===== src/rtl/pulse_gen_ctrl_if.sv =====
// pulse_gen_ctrl_if: UART line pair between a host and the pulse generator.
//   RS232_Rx : host -> generator serial line, 8N1, idle high
//   RS232_Tx : generator -> host serial line, 8N1, idle high
//   master   : host side (drives RS232_Rx)
//   slave    : generator side (drives RS232_Tx)
interface pulse_gen_ctrl_if;
    logic RS232_Rx;
    logic RS232_Tx;
    modport master (output RS232_Rx, input RS232_Tx);
    modport slave (input RS232_Rx, output RS232_Tx);
endinterface


===== src/rtl/pulse_gen_ctrl.sv =====
// pulse_gen_ctrl: UART-programmable two-pulse sequence generator.
//   clk_pll        : system clock, all logic on its rising edge
//   resetn         : synchronous active-low reset
//   clk            : board oscillator, pin compatibility only
//   uart           : RS232_Rx in / RS232_Tx out (5-byte write commands, 1-byte echo)
//   Pulse/P3/P4    : first|second pulse, first pulse, second pulse
//   Sync/P2/FM     : period marker, blanking window, CONTROL[2]
//   J1_4..J1_10    : debug taps; J4_3..J4_9 tied low
module pulse_gen_ctrl #(
    parameter int CLKS_PER_BIT = 868,
    parameter int SYNC_W = 50,
    parameter int BYTE_TIMEOUT = 1000000,
    parameter logic [31:0] PERIOD_INIT = 32'd100000
) (
    input  logic clk_pll,
    input  logic resetn,
    input  logic clk,
    pulse_gen_ctrl_if.slave uart,
    output logic Pulse,
    output logic Sync,
    output logic FM,
    output logic P2,
    output logic P3,
    output logic P4,
    output logic J1_4,
    output logic J1_5,
    output logic J1_6,
    output logic J1_7,
    output logic J1_8,
    output logic J1_9,
    output logic J1_10,
    output logic J4_3,
    output logic J4_4,
    output logic J4_5,
    output logic J4_6,
    output logic J4_7,
    output logic J4_8,
    output logic J4_9
);
    localparam int CW = $clog2(CLKS_PER_BIT);
    localparam int TW = $clog2(BYTE_TIMEOUT + 1);
    localparam logic [CW-1:0] BIT_LAST = CW'(CLKS_PER_BIT - 1);
    localparam logic [CW-1:0] HALF_LAST = CW'(CLKS_PER_BIT / 2 - 1);
    localparam logic [TW-1:0] TIMEOUT = TW'(BYTE_TIMEOUT);
    localparam logic [31:0] SYNC_END = 32'(SYNC_W);

    typedef enum logic [1:0] {RX_IDLE, RX_START, RX_DATA, RX_STOP} rx_state_t;

    logic unused_clk;
    assign unused_clk = clk;

    logic rx_meta, rx_sync, rx_prev, rx_valid;
    rx_state_t rx_state;
    logic [CW-1:0] rx_cnt;
    logic [2:0] rx_bit;
    logic [7:0] rx_shift;

    always_ff @(posedge clk_pll) begin
        if (!resetn) begin
            rx_meta <= 1'b1;
            rx_sync <= 1'b1;
            rx_prev <= 1'b1;
            rx_valid <= 1'b0;
            rx_state <= RX_IDLE;
            rx_cnt <= '0;
            rx_bit <= '0;
            rx_shift <= '0;
        end else begin
            rx_meta <= uart.RS232_Rx;
            rx_sync <= rx_meta;
            rx_prev <= rx_sync;
            rx_valid <= 1'b0;
            case (rx_state)
                RX_IDLE: if (rx_prev && !rx_sync) begin
                    rx_state <= RX_START;
                    rx_cnt <= '0;
                end
                // a start bit that is high again at mid-bit was a glitch
                RX_START: if (rx_cnt == HALF_LAST) begin
                    rx_cnt <= '0;
                    rx_bit <= '0;
                    rx_state <= rx_sync ? RX_IDLE : RX_DATA;
                end else rx_cnt <= rx_cnt + 1'b1;
                RX_DATA: if (rx_cnt == BIT_LAST) begin
                    rx_cnt <= '0;
                    rx_shift <= {rx_sync, rx_shift[7:1]};
                    rx_bit <= rx_bit + 1'b1;
                    if (rx_bit == 3'd7) rx_state <= RX_STOP;
                end else rx_cnt <= rx_cnt + 1'b1;
                RX_STOP: if (rx_cnt == BIT_LAST) begin
                    rx_state <= RX_IDLE;
                    rx_valid <= rx_sync;
                end else rx_cnt <= rx_cnt + 1'b1;
            endcase
        end
    end

    logic [2:0] byte_cnt;
    logic [7:0] addr;
    logic [31:0] data;
    logic [TW-1:0] idle_cnt;
    logic cmd_done;

    // data bytes arrive LSB first, so shift each new byte in from the top
    always_ff @(posedge clk_pll) begin
        if (!resetn) begin
            byte_cnt <= '0;
            addr <= '0;
            data <= '0;
            idle_cnt <= '0;
            cmd_done <= 1'b0;
        end else begin
            cmd_done <= 1'b0;
            if (rx_valid) begin
                idle_cnt <= '0;
                if (byte_cnt == 3'd0) addr <= rx_shift;
                else data <= {rx_shift, data[31:8]};
                byte_cnt <= (byte_cnt == 3'd4) ? 3'd0 : byte_cnt + 1'b1;
                cmd_done <= (byte_cnt == 3'd4);
            end else if (byte_cnt != 3'd0) begin
                idle_cnt <= (idle_cnt == TIMEOUT) ? '0 : idle_cnt + 1'b1;
                if (idle_cnt == TIMEOUT) byte_cnt <= '0;
            end
        end
    end

    logic [31:0] period, p1w, delay, p2w, blank;
    logic en;

    always_ff @(posedge clk_pll) begin
        if (!resetn) begin
            period <= PERIOD_INIT;
            p1w <= 32'd30;
            delay <= 32'd200;
            p2w <= 32'd60;
            blank <= 32'd100;
            en <= 1'b1;
            FM <= 1'b0;
        end else if (cmd_done) begin
            case (addr)
                8'd0: period <= data;
                8'd1: p1w <= data;
                8'd2: delay <= data;
                8'd3: p2w <= data;
                8'd4: blank <= data;
                8'd5: begin
                    en <= data[0];
                    FM <= data[2];
                end
                default: ;
            endcase
        end
    end

    logic tx_busy, tx_line;
    logic [CW-1:0] tx_cnt;
    logic [3:0] tx_n;
    logic [8:0] tx_shift;

    // tx_shift carries data then the stop bit; echoes arriving while busy are dropped
    always_ff @(posedge clk_pll) begin
        if (!resetn) begin
            tx_busy <= 1'b0;
            tx_line <= 1'b1;
            tx_cnt <= '0;
            tx_n <= '0;
            tx_shift <= '1;
        end else if (!tx_busy) begin
            if (cmd_done) begin
                tx_busy <= 1'b1;
                tx_line <= 1'b0;
                tx_cnt <= '0;
                tx_n <= '0;
                tx_shift <= {1'b1, (addr <= 8'd5) ? addr : 8'hFF};
            end
        end else if (tx_cnt == BIT_LAST) begin
            tx_cnt <= '0;
            tx_n <= tx_n + 1'b1;
            if (tx_n == 4'd9) tx_busy <= 1'b0;
            else begin
                tx_line <= tx_shift[0];
                tx_shift <= {1'b1, tx_shift[8:1]};
            end
        end else tx_cnt <= tx_cnt + 1'b1;
    end

    assign uart.RS232_Tx = tx_line;

    logic [31:0] c, s_period, s_p1w, s_delay, s_p2w, s_blank;
    logic s_en;
    logic [31:0] cur_period, cur_p1w, cur_delay, cur_p2w, cur_blank;
    logic cur_en, run, p3_hit, p4_hit;
    logic [33:0] cc, p4_lo, p4_hi, p2_hi;

    // at c==0 the live registers are the values being latched, so use them directly
    always_comb begin
        cur_period = (c == 32'd0) ? period : s_period;
        cur_p1w = (c == 32'd0) ? p1w : s_p1w;
        cur_delay = (c == 32'd0) ? delay : s_delay;
        cur_p2w = (c == 32'd0) ? p2w : s_p2w;
        cur_blank = (c == 32'd0) ? blank : s_blank;
        cur_en = (c == 32'd0) ? en : s_en;
        run = cur_en && (cur_period != 32'd0);
        cc = {2'b00, c};
        p4_lo = {2'b00, cur_p1w} + {2'b00, cur_delay};
        p4_hi = p4_lo + {2'b00, cur_p2w};
        p2_hi = p4_hi + {2'b00, cur_blank};
        p3_hit = cc < {2'b00, cur_p1w};
        p4_hit = (cc >= p4_lo) && (cc < p4_hi);
    end

    always_ff @(posedge clk_pll) begin
        if (!resetn) begin
            c <= '0;
            s_period <= PERIOD_INIT;
            s_p1w <= 32'd30;
            s_delay <= 32'd200;
            s_p2w <= 32'd60;
            s_blank <= 32'd100;
            s_en <= 1'b1;
            Sync <= 1'b0;
            P3 <= 1'b0;
            P4 <= 1'b0;
            Pulse <= 1'b0;
            P2 <= 1'b0;
        end else begin
            s_period <= cur_period;
            s_p1w <= cur_p1w;
            s_delay <= cur_delay;
            s_p2w <= cur_p2w;
            s_blank <= cur_blank;
            s_en <= cur_en;
            c <= (!run || c == cur_period - 32'd1) ? 32'd0 : c + 32'd1;
            Sync <= run && (c < SYNC_END);
            P3 <= run && p3_hit;
            P4 <= run && p4_hit;
            Pulse <= run && (p3_hit || p4_hit);
            P2 <= run && (cc < p2_hi);
        end
    end

    assign J1_4 = rx_sync;
    assign J1_5 = Pulse;
    assign J1_6 = Sync;
    assign J1_7 = P2;
    assign J1_8 = tx_line;
    assign J1_9 = s_en;
    assign J1_10 = 1'b0;
    assign {J4_3, J4_4, J4_5, J4_6, J4_7, J4_8, J4_9} = '0;
endmodule


===== src/flat_wrapper.sv =====
// flat-port wrapper written by rule: the top's interface ports become plain ports
module pulse_gen_ctrl_flat 
#(
    parameter int CLKS_PER_BIT = 868,
    parameter int SYNC_W = 50,
    parameter int BYTE_TIMEOUT = 1000000,
    parameter logic [31:0] PERIOD_INIT = 32'd100000
)
  (clk_pll, resetn, clk, Pulse, Sync, FM, P2, P3, P4, J1_4, J1_5, J1_6, J1_7, J1_8, J1_9, J1_10, J4_3, J4_4, J4_5, J4_6, J4_7, J4_8, J4_9, uart_RS232_Rx, uart_RS232_Tx);
  pulse_gen_ctrl_if uart_i ();
  input  logic clk_pll;
  input  logic resetn;
  input  logic clk;
  output logic Pulse;
  output logic Sync;
  output logic FM;
  output logic P2;
  output logic P3;
  output logic P4;
  output logic J1_4;
  output logic J1_5;
  output logic J1_6;
  output logic J1_7;
  output logic J1_8;
  output logic J1_9;
  output logic J1_10;
  output logic J4_3;
  output logic J4_4;
  output logic J4_5;
  output logic J4_6;
  output logic J4_7;
  output logic J4_8;
  output logic J4_9;
  input wire logic [$bits(uart_i.RS232_Rx)-1:0] uart_RS232_Rx;
  output wire logic [$bits(uart_i.RS232_Tx)-1:0] uart_RS232_Tx;
  assign uart_i.RS232_Rx = uart_RS232_Rx;
  assign uart_RS232_Tx = uart_i.RS232_Tx;
  pulse_gen_ctrl #(.CLKS_PER_BIT(CLKS_PER_BIT), .SYNC_W(SYNC_W), .BYTE_TIMEOUT(BYTE_TIMEOUT), .PERIOD_INIT(PERIOD_INIT)) u_core (.clk_pll(clk_pll), .resetn(resetn), .clk(clk), .uart(uart_i), .Pulse(Pulse), .Sync(Sync), .FM(FM), .P2(P2), .P3(P3), .P4(P4), .J1_4(J1_4), .J1_5(J1_5), .J1_6(J1_6), .J1_7(J1_7), .J1_8(J1_8), .J1_9(J1_9), .J1_10(J1_10), .J4_3(J4_3), .J4_4(J4_4), .J4_5(J4_5), .J4_6(J4_6), .J4_7(J4_7), .J4_8(J4_8), .J4_9(J4_9));
endmodule

===== config.mk =====
export PLATFORM = sky130hd
export DESIGN_NAME = pulse_gen_ctrl_flat
export DESIGN_NICKNAME = d
export VERILOG_FILES = /design/src/rtl/pulse_gen_ctrl_if.sv /design/src/rtl/pulse_gen_ctrl.sv /design/src/flat_wrapper.sv
export SDC_FILE = /design/constraint.sdc
export NUM_CORES = 1
export LEC_CHECK = 0
export ABC_AREA = 1
export CAP_MARGIN = 20
export CORE_MARGIN = 2
export CORE_UTILIZATION = 58
export DETAILED_ROUTE_END_ITERATION = 6
export PLACE_DENSITY_LB_ADDON = 0.12
export RECOVER_POWER = 25
export SETUP_SLACK_MARGIN = 0.15
export SLEW_MARGIN = 20
export SYNTH_ARGS = -nofsm -noshare
export SYNTH_HDL_FRONTEND = slang
export SYNTH_SLANG_ARGS = --single-unit

===== constraint.sdc =====
create_clock -name clk_pll -period 7.09 [get_ports clk_pll]
set_input_delay 2.127 -clock clk_pll [delete_from_list [all_inputs] [get_ports clk_pll]]
set_output_delay 2.127 -clock clk_pll [all_outputs]
set_load 0.02 [all_outputs]

==> results.py, run 1 <==
metrics = {
    "detailed_routing": {
        "drtIter0Drc": 2079,
        "drtPass1Iterations": 5,
        "wire_per_inst_um": 16.4,
        "drc": 0,
        "via_per_inst": 5.44,
        "drt_wl_total_mm": 84.1,
        "num_vias": 27800,
        "ant_nets": 0,
    },
    "status": {
        "violations": "setup timing",
        "status": "finished, violations left",
    },
    "setup_path": {
        "start_kind": "flop",
        "cpMaxStageDelayCell": "fa_2",
        "cpPeakStageDelay_ps": 410,
        "cp_max_fo": 6,
        "crit_start": "u_core.c[0]$_SDFF_PP0_",
        "critical_path.top_delay_family": "simple AND/OR/NAND/NOR gates",
        "rr_startpoint": "u_core.c[0]$_SDFF_PP0_",
        "path_class": "flop to flop",
        "worstPathArrival_ps": 7680,
        "crit_path_end_kind": "flop",
        "worstSetupPathDepth": 50,
        "ff2ff_path_depth": 50,
        "crit_top_cell": "nor2_4",
        "critPathRequiredTime_ps": 7550,
        "path_buf_inv": 8,
    },
    "clocking": {
        "numClockSinks": 475,
        "root_buffer": "clkbuf_16",
        "clkLatencyLatePin_ps": 620,
        "htreeDepth": 2,
        "cts_tree": "done",
        "clk_path_buf_depth": 3,
        "numCtsBuffers": 51,
        "clk_pin_slew_ps": 60,
    },
    "sta": {
        "finalSetupViolations": 1,
        "slew_headroom": 0.329,
        "timing.final.crit_share": 1.02,
        "setup_ws_ps": -129,
        "worstMarginPinSlew_ps": 1000,
        "rsz0062_at_grt": "yes",
        "hold_viol": 0,
        "maxSlewViolCount": 0,
        "finalClockSkew_ps": 25.5,
        "period_needed_ps": 7220,
        "fmax_ghz": 0.139,
    },
    "synth": {
        "syn_avg_cell_area_um2": 6.95,
        "synth.ff_latch_count": 475,
        "syn-instance-count": 4070,
        "yosysSeqAreaShare": 0.336,
        "async_flop_share": 0,
        "synth_top_flop_cell": "dfxtp_1",
        "synthesis.area_mm2": 0.0283,
        "yosysWarnings": 0,
        "synth_cell_types": 62,
        "synth_edf_count": 0,
    },
    "placement": {
        "place_congestion": 0.945,
        "dp_hpwl_mm": 59.3,
        "numPortBuffers": 15,
        "pre_cts_slack_ps": -567,
    },
    "pwr": {
        "p_leak_nw": 16.9,
        "peakVddDrop_mv": 0.234,
        "switchingPower_mw": 4.24,
        "pwr-share-clk": 0.254,
        "pwr-share-seq": 0.243,
        "swShare": 0.371,
        "power.density_mw_per_mm2": 322,
        "p_int_mw": 7.19,
        "total_power_mw": 11.4,
        "pwr-share-comb": 0.503,
    },
    "finish": {
        "drive_gt1_frac": 0.188,
        "syn2layout_area_growth_pct": 25.4,
        "n_antenna_cell": 0,
        "nets": 4709,
    },
    "die": {
        "dieArea_mm2": 0.0505,
        "rows": 80,
        "die_x_um": 225,
        "io_pins": 25,
        "start_util": 0.590,
        "fp.dieH_um": 225,
        "core-area_mm2": 0.0479,
    },
    "global_route": {
        "gr-usage-all-layers": 0.319,
        "grt_pass1_vias": 26300,
        "grt_pass1_wl_mm": 130,
        "antenna_found_initial": 0,
        "grt_max_degree": 160,
        "overflow": 0,
    },
    "run": {
        "cap_viol_max_count": 0,
    },
    "min_path": {
        "hp-start": "u_core.rx_meta$_SDFF_PN1_",
        "hp-class": "flop to flop",
        "worstHoldPathCells": 1,
    },
}
## layout make-up
cell class / count / area (um2)
Clock buffer: 66 / 1430
Inverter: 661 / 2490
Clock inverter: 27 / 385
Tap cell: 615 / 769
Sequential cell: 475 / 9510
Timing Repair Buffer: 478 / 3760
Fill cell: 3786 / 12500
Multi-Input combinational cell: 2794 / 17100
## power groups by stage
stage	clock [mW]	sequential, mW	combinational (mW)
finish	2.90	2.78	5.75
global placement	0	2.83	4.73
global route	3.03	2.78	6.33
detailed placement	0	2.84	4.80
CTS	2.93	2.78	4.99
floorplan	0	2.83	2.91
## registers in the layout (all words and copies together), names as in the netlist, 10 cells and up, named ones only
signal           flops
u_core.delay        32
u_core.blank        32
u_core.s_p1w        32
u_core.idle_cnt     20
u_core.p2w          32
u_core.s_period     32
u_core.s_p2w        32
u_core.s_blank      32
u_core.c            32
u_core.s_delay      32
u_core.data         32
u_core.tx_cnt       10
u_core.rx_cnt       10
u_core.p1w          32
u_core.period       32
## through the flow
| stage | util | setup TNS (ps) | hold WS [ps] | area, um2 | cells |
|---|---|---|---|---|---|
| 3_3_place_gp | 0.663 | -440 | 396 | 31800 | 4977 |
| 2_1_floorplan | - | 0 | 393 | 28400 | 4077 |
| 6_report | 0.740 | -129 | 415 | 35500 | 5116 |
| 3_5_place_dp | 0.663 | -567 | 401 | 31800 | 4977 |
| 5_1_grt | 0.740 | -389 | 418 | 35500 | 5116 |
| 4_1_cts | 0.710 | -78.6 | 415 | 34000 | 5088 |
## final timing paths
check | end | slack (ps)
setup / recovery | u_core.J1_7$_SDFF_PN0_ | -130
hold / removal | u_core.J1_4$_SDFF_PN1_ | 420
setup reg to reg | u_core.J1_7$_SDFF_PN0_ | -130
hold reg to reg | u_core.J1_4$_SDFF_PN1_ | 420
## cells in the final DEF (no fill, tap or decap), types with 9 or more instances in the layout
master,count
xnor2_1,28
clkbuf_8,10
nand2_2,26
nor4_1,16
ha_4,24
inv_1,646
nand3_1,120
a21oi_1,349
xor2_1,86
a211oi_1,15
nor3_1,49
a21o_1,9
o21ai_2,26
nand2_4,13
nor2_4,17
inv_2,11
nand3b_1,30
dfxtp_1,473
xor2_2,25
or2_2,9
a21oi_4,11
clkdlybuf4s50_1,14
nand4_1,36
ha_1,212
nor2_2,32
o21ai_0,346
nor2_1,375
clkbuf_16,53
o211ai_1,26
nand2_1,702
o21ai_1,33
buf_4,445
buf_6,14
o21a_1,12
a21oi_2,40
## cell usage after synthesis (4+ instances only)
cell      instances  share of area
nand3b_1         30         0.0080
a211oi_1         17         0.0045
clkbuf_1        115          0.015
xor2_1          113          0.035
buf_2             6         0.0011
nand3_1         126          0.022
buf_4            17         0.0045
a221oi_1          7         0.0022
nand4_1          36         0.0080
o211ai_1         26         0.0069
o31ai_1           4         0.0011
o21bai_1          6         0.0016
nand2_2           6         0.0013
dfxtp_1         475           0.34
buf_6             8         0.0032
a21boi_0          4         0.0011
o21ai_0         401          0.071
a21o_1            9         0.0024
nand2_1         733          0.097
and2_1            8         0.0018
nor3_1           54         0.0096
nor2_2           22         0.0049
inv_1           655          0.087
o221ai_1          8         0.0025
o21ai_1           9         0.0016
or2_2             9         0.0020
ha_1            241           0.11
a21oi_1         400          0.071
o21a_1           12         0.0032
nor2_4            6         0.0024
xnor2_1          36          0.011
nor2_1          396          0.053
nor4_1           17         0.0038
a31oi_1          13         0.0029
## metal layers
metal,routed length [um],track usage,vias up
li1,-,-,13900
met1,37200,0.411,12900
met2,39100,0.546,768
met3,4260,0.0380,198
met4,3520,0.122,0
met5,0,0,-
## logic make-up (layout without fill, tap and decap cells)
family | after synthesis | after routing | synth area share
xor gates and xnor gates | 150 | 150 | 0.0469
muxes | 3 | 3 | 0.00115
DFF | 475 | 475 | 0.336
other | 1 | 8 | 0.000133
adders and majority gates | 244 | 244 | 0.109
and+or+nand+nor | 1453 | 1454 | 0.217
buffers and inverters | 809 | 1232 | 0.112
AOI/OAI and AO/OA | 935 | 935 | 0.178
## timing repair
item                                   in CTS  in global routing
setup buffers                              17                 26
endpoints found under the hold margin       0                  0
cloned                                      1                  2
gates resized for setup                    82                253
pin swaps                                  47                101
setup endpoints to repair                   1                  3
hold buffers                                0                  0
No activity file was read; power rests on OpenSTA's default activity.
==> inputs of run 2 (changes only) <==
--- a/config.mk
+++ b/config.mk
@@ -9,2 +9,3 @@
 export CAP_MARGIN = 20
+export CORE_ASPECT_RATIO = 0.75
 export CORE_MARGIN = 2
--- a/constraint.sdc
+++ b/constraint.sdc
@@ -3,2 +3,2 @@
 set_output_delay 2.127 -clock clk_pll [all_outputs]
-set_load 0.02 [all_outputs]
+set_load 0.05 [all_outputs]
==> results.py, run 2 (same netlist as run 1, synthesis figures left out) <==
metrics = {
    "status": {
        "status": "finished, violations left",
        "violations": "setup timing",
    },
    "setup_path": {
        "cpPeakStageDelay_ps": 330,
        "path_class": "flop to flop",
        "worstPathArrival_ps": 7570,
        "crit_path_end_kind": "flop",
        "critPathRequiredTime_ps": 7550,
        "start_kind": "flop",
        "cpMaxStageDelayCell": "dfxtp_2",
        "cp_max_fo": 8,
    },
    "sta": {
        "timing.final.crit_share": 1.00,
        "fmax_ghz": 0.141,
        "setup_tns_ps": -21.5,
        "slew_headroom": 0.437,
        "maxSlewViolCount": 0,
        "period_needed_ps": 7110,
        "worstMarginPinSlew_ps": 837,
        "finalClockSkew_ps": 26.2,
        "setup_ws_ps": -21.5,
        "rsz0062_at_grt": "yes",
        "finalSetupViolations": 1,
        "hold_viol": 0,
    },
    "clocking": {
        "clk_pin_slew_ps": 60,
        "numCtsBuffers": 49,
        "cts_tree": "done",
        "numClockSinks": 475,
        "clk_path_buf_depth": 3,
        "clkLatencyLatePin_ps": 610,
        "cts_hold_buf": 0,
        "root_buffer": "clkbuf_16",
        "htreeDepth": 2,
    },
    "detailed_routing": {
        "drt_wl_total_mm": 82.1,
        "drc": 0,
        "ant_nets": 0,
        "wire_per_inst_um": 16.2,
        "drtPass1Iterations": 6,
        "drtIter0Drc": 2423,
        "num_vias": 27300,
        "via_per_inst": 5.41,
    },
    "die": {
        "die_x_um": 259,
        "io_pins": 25,
        "start_util": 0.584,
        "rows": 70,
        "fp.dieH_um": 195,
        "dieArea_mm2": 0.0506,
        "core-area_mm2": 0.0484,
    },
    "global_route": {
        "grt_max_degree": 152,
        "grt_pass1_wl_mm": 129,
        "overflow": 0,
        "grt_pass1_vias": 24900,
        "antenna_found_initial": 0,
        "gr-usage-all-layers": 0.317,
    },
    "finish": {
        "final-instance-count-excl-fill": 5055,
        "nFillCells": 4005,
        "design_area_mm2": 0.0344,
        "final_cell_mix": "713 x nand2_1, 647 x inv_1, 473 x dfxtp_1",
        "nets": 4618,
        "n_antenna_cell": 0,
        "final_common_cell": "nand2_1",
        "syn2layout_area_growth_pct": 21.8,
        "drive_gt1_frac": 0.159,
    },
    "pwr": {
        "pwr-share-comb": 0.499,
        "peakVddDrop_mv": 0.197,
        "power.density_mw_per_mm2": 315,
        "p_int_mw": 6.77,
        "pwr-share-seq": 0.256,
        "swShare": 0.377,
        "switchingPower_mw": 4.09,
        "p_leak_nw": 16.3,
        "pwr-share-clk": 0.245,
    },
    "placement": {
        "numPortBuffers": 15,
        "dp_cells": 4946,
        "dp_hpwl_mm": 59.2,
        "place_congestion": 0.977,
        "pre_cts_slack_ps": -556,
        "place_area_mm2": 0.0313,
    },
    "run": {
        "cap_viol_max_count": 0,
    },
    "min_path": {
        "hp-class": "flop to flop",
    },
}
-- run 2: path summary, 6_finish.rpt --
kind | start | endpoint | slack, ps | cells past startpoint
hold / removal | u_core.rx_meta$_SDFF_PN1_ | u_core.J1_4$_SDFF_PN1_ | 420 | 1
setup / recovery | u_core.c[0]$_SDFF_PP0_ | u_core.J1_7$_SDFF_PN0_ | -20 | 49
setup reg to reg | u_core.c[0]$_SDFF_PP0_ | u_core.J1_7$_SDFF_PN0_ | -20 | 49
hold reg to reg | u_core.rx_meta$_SDFF_PN1_ | u_core.J1_4$_SDFF_PN1_ | 420 | 1
-- run 2: repair_timing --
item,CTS,global route
endpoints found under the setup margin,1,3
pin swaps,49,78
setup buffers,10,9
cloned,1,0
gates resized for setup,93,170
-- run 2: through the flow --
step / total power, mW / hold WS [ps] / utilization
finish: 10.9 / 420 / 0.711
global route: 11.6 / 448 / 0.711
CTS: 10.4 / 426 / 0.691
detailed placement: 7.55 / 410 / 0.647
global placement: 7.47 / 403 / 0.647
floorplan: 5.75 / 393 / -
-- run 2: power groups by stage --
stage,sequential (mW),combinational (mW),clock (mW)
6_report,2.78,5.42,2.66
5_1_grt,2.78,6.01,2.80
4_1_cts,2.78,4.95,2.69
3_5_place_dp,2.84,4.71,0
3_3_place_gp,2.83,4.64,0
2_1_floorplan,2.84,2.91,0
-- run 2: area by class of cell --
cell class	count	area, um2	share of cell area
clock inverter	23	264	0.00767
inverter	661	2490	0.0722
timing repair buffer	389	3050	0.0886
clock buffer	65	1380	0.0400
multi-input combinational	2794	16900	0.492
sequential	475	9510	0.276
tap	648	811	0.0235
-- run 2: per-layer routing --
| metal | global-route usage | part of all wire | vias to the layer above |
|---|---|---|---|
| li1 | - | - | 13800 |
| met1 | 0.481 | 0.49 | 12700 |
| met2 | 0.482 | 0.42 | 786 |
| met3 | 0.0356 | 0.070 | 115 |
| met4 | 0.0692 | 0.019 | 0 |
| met5 | 0 | 0 | - |
-- run 2: critical path: cells and delay by family, from the launching register on --
family	cells	cell delay (ps)
AND/OR/NAND/NOR	20	1870
buffers and inverters	6	600
AO/OA/AOI/OAI	15	2350
flip-flops	1	330
adder cells (fa/ha/maj)	5	1190
XOR/XNOR	3	590
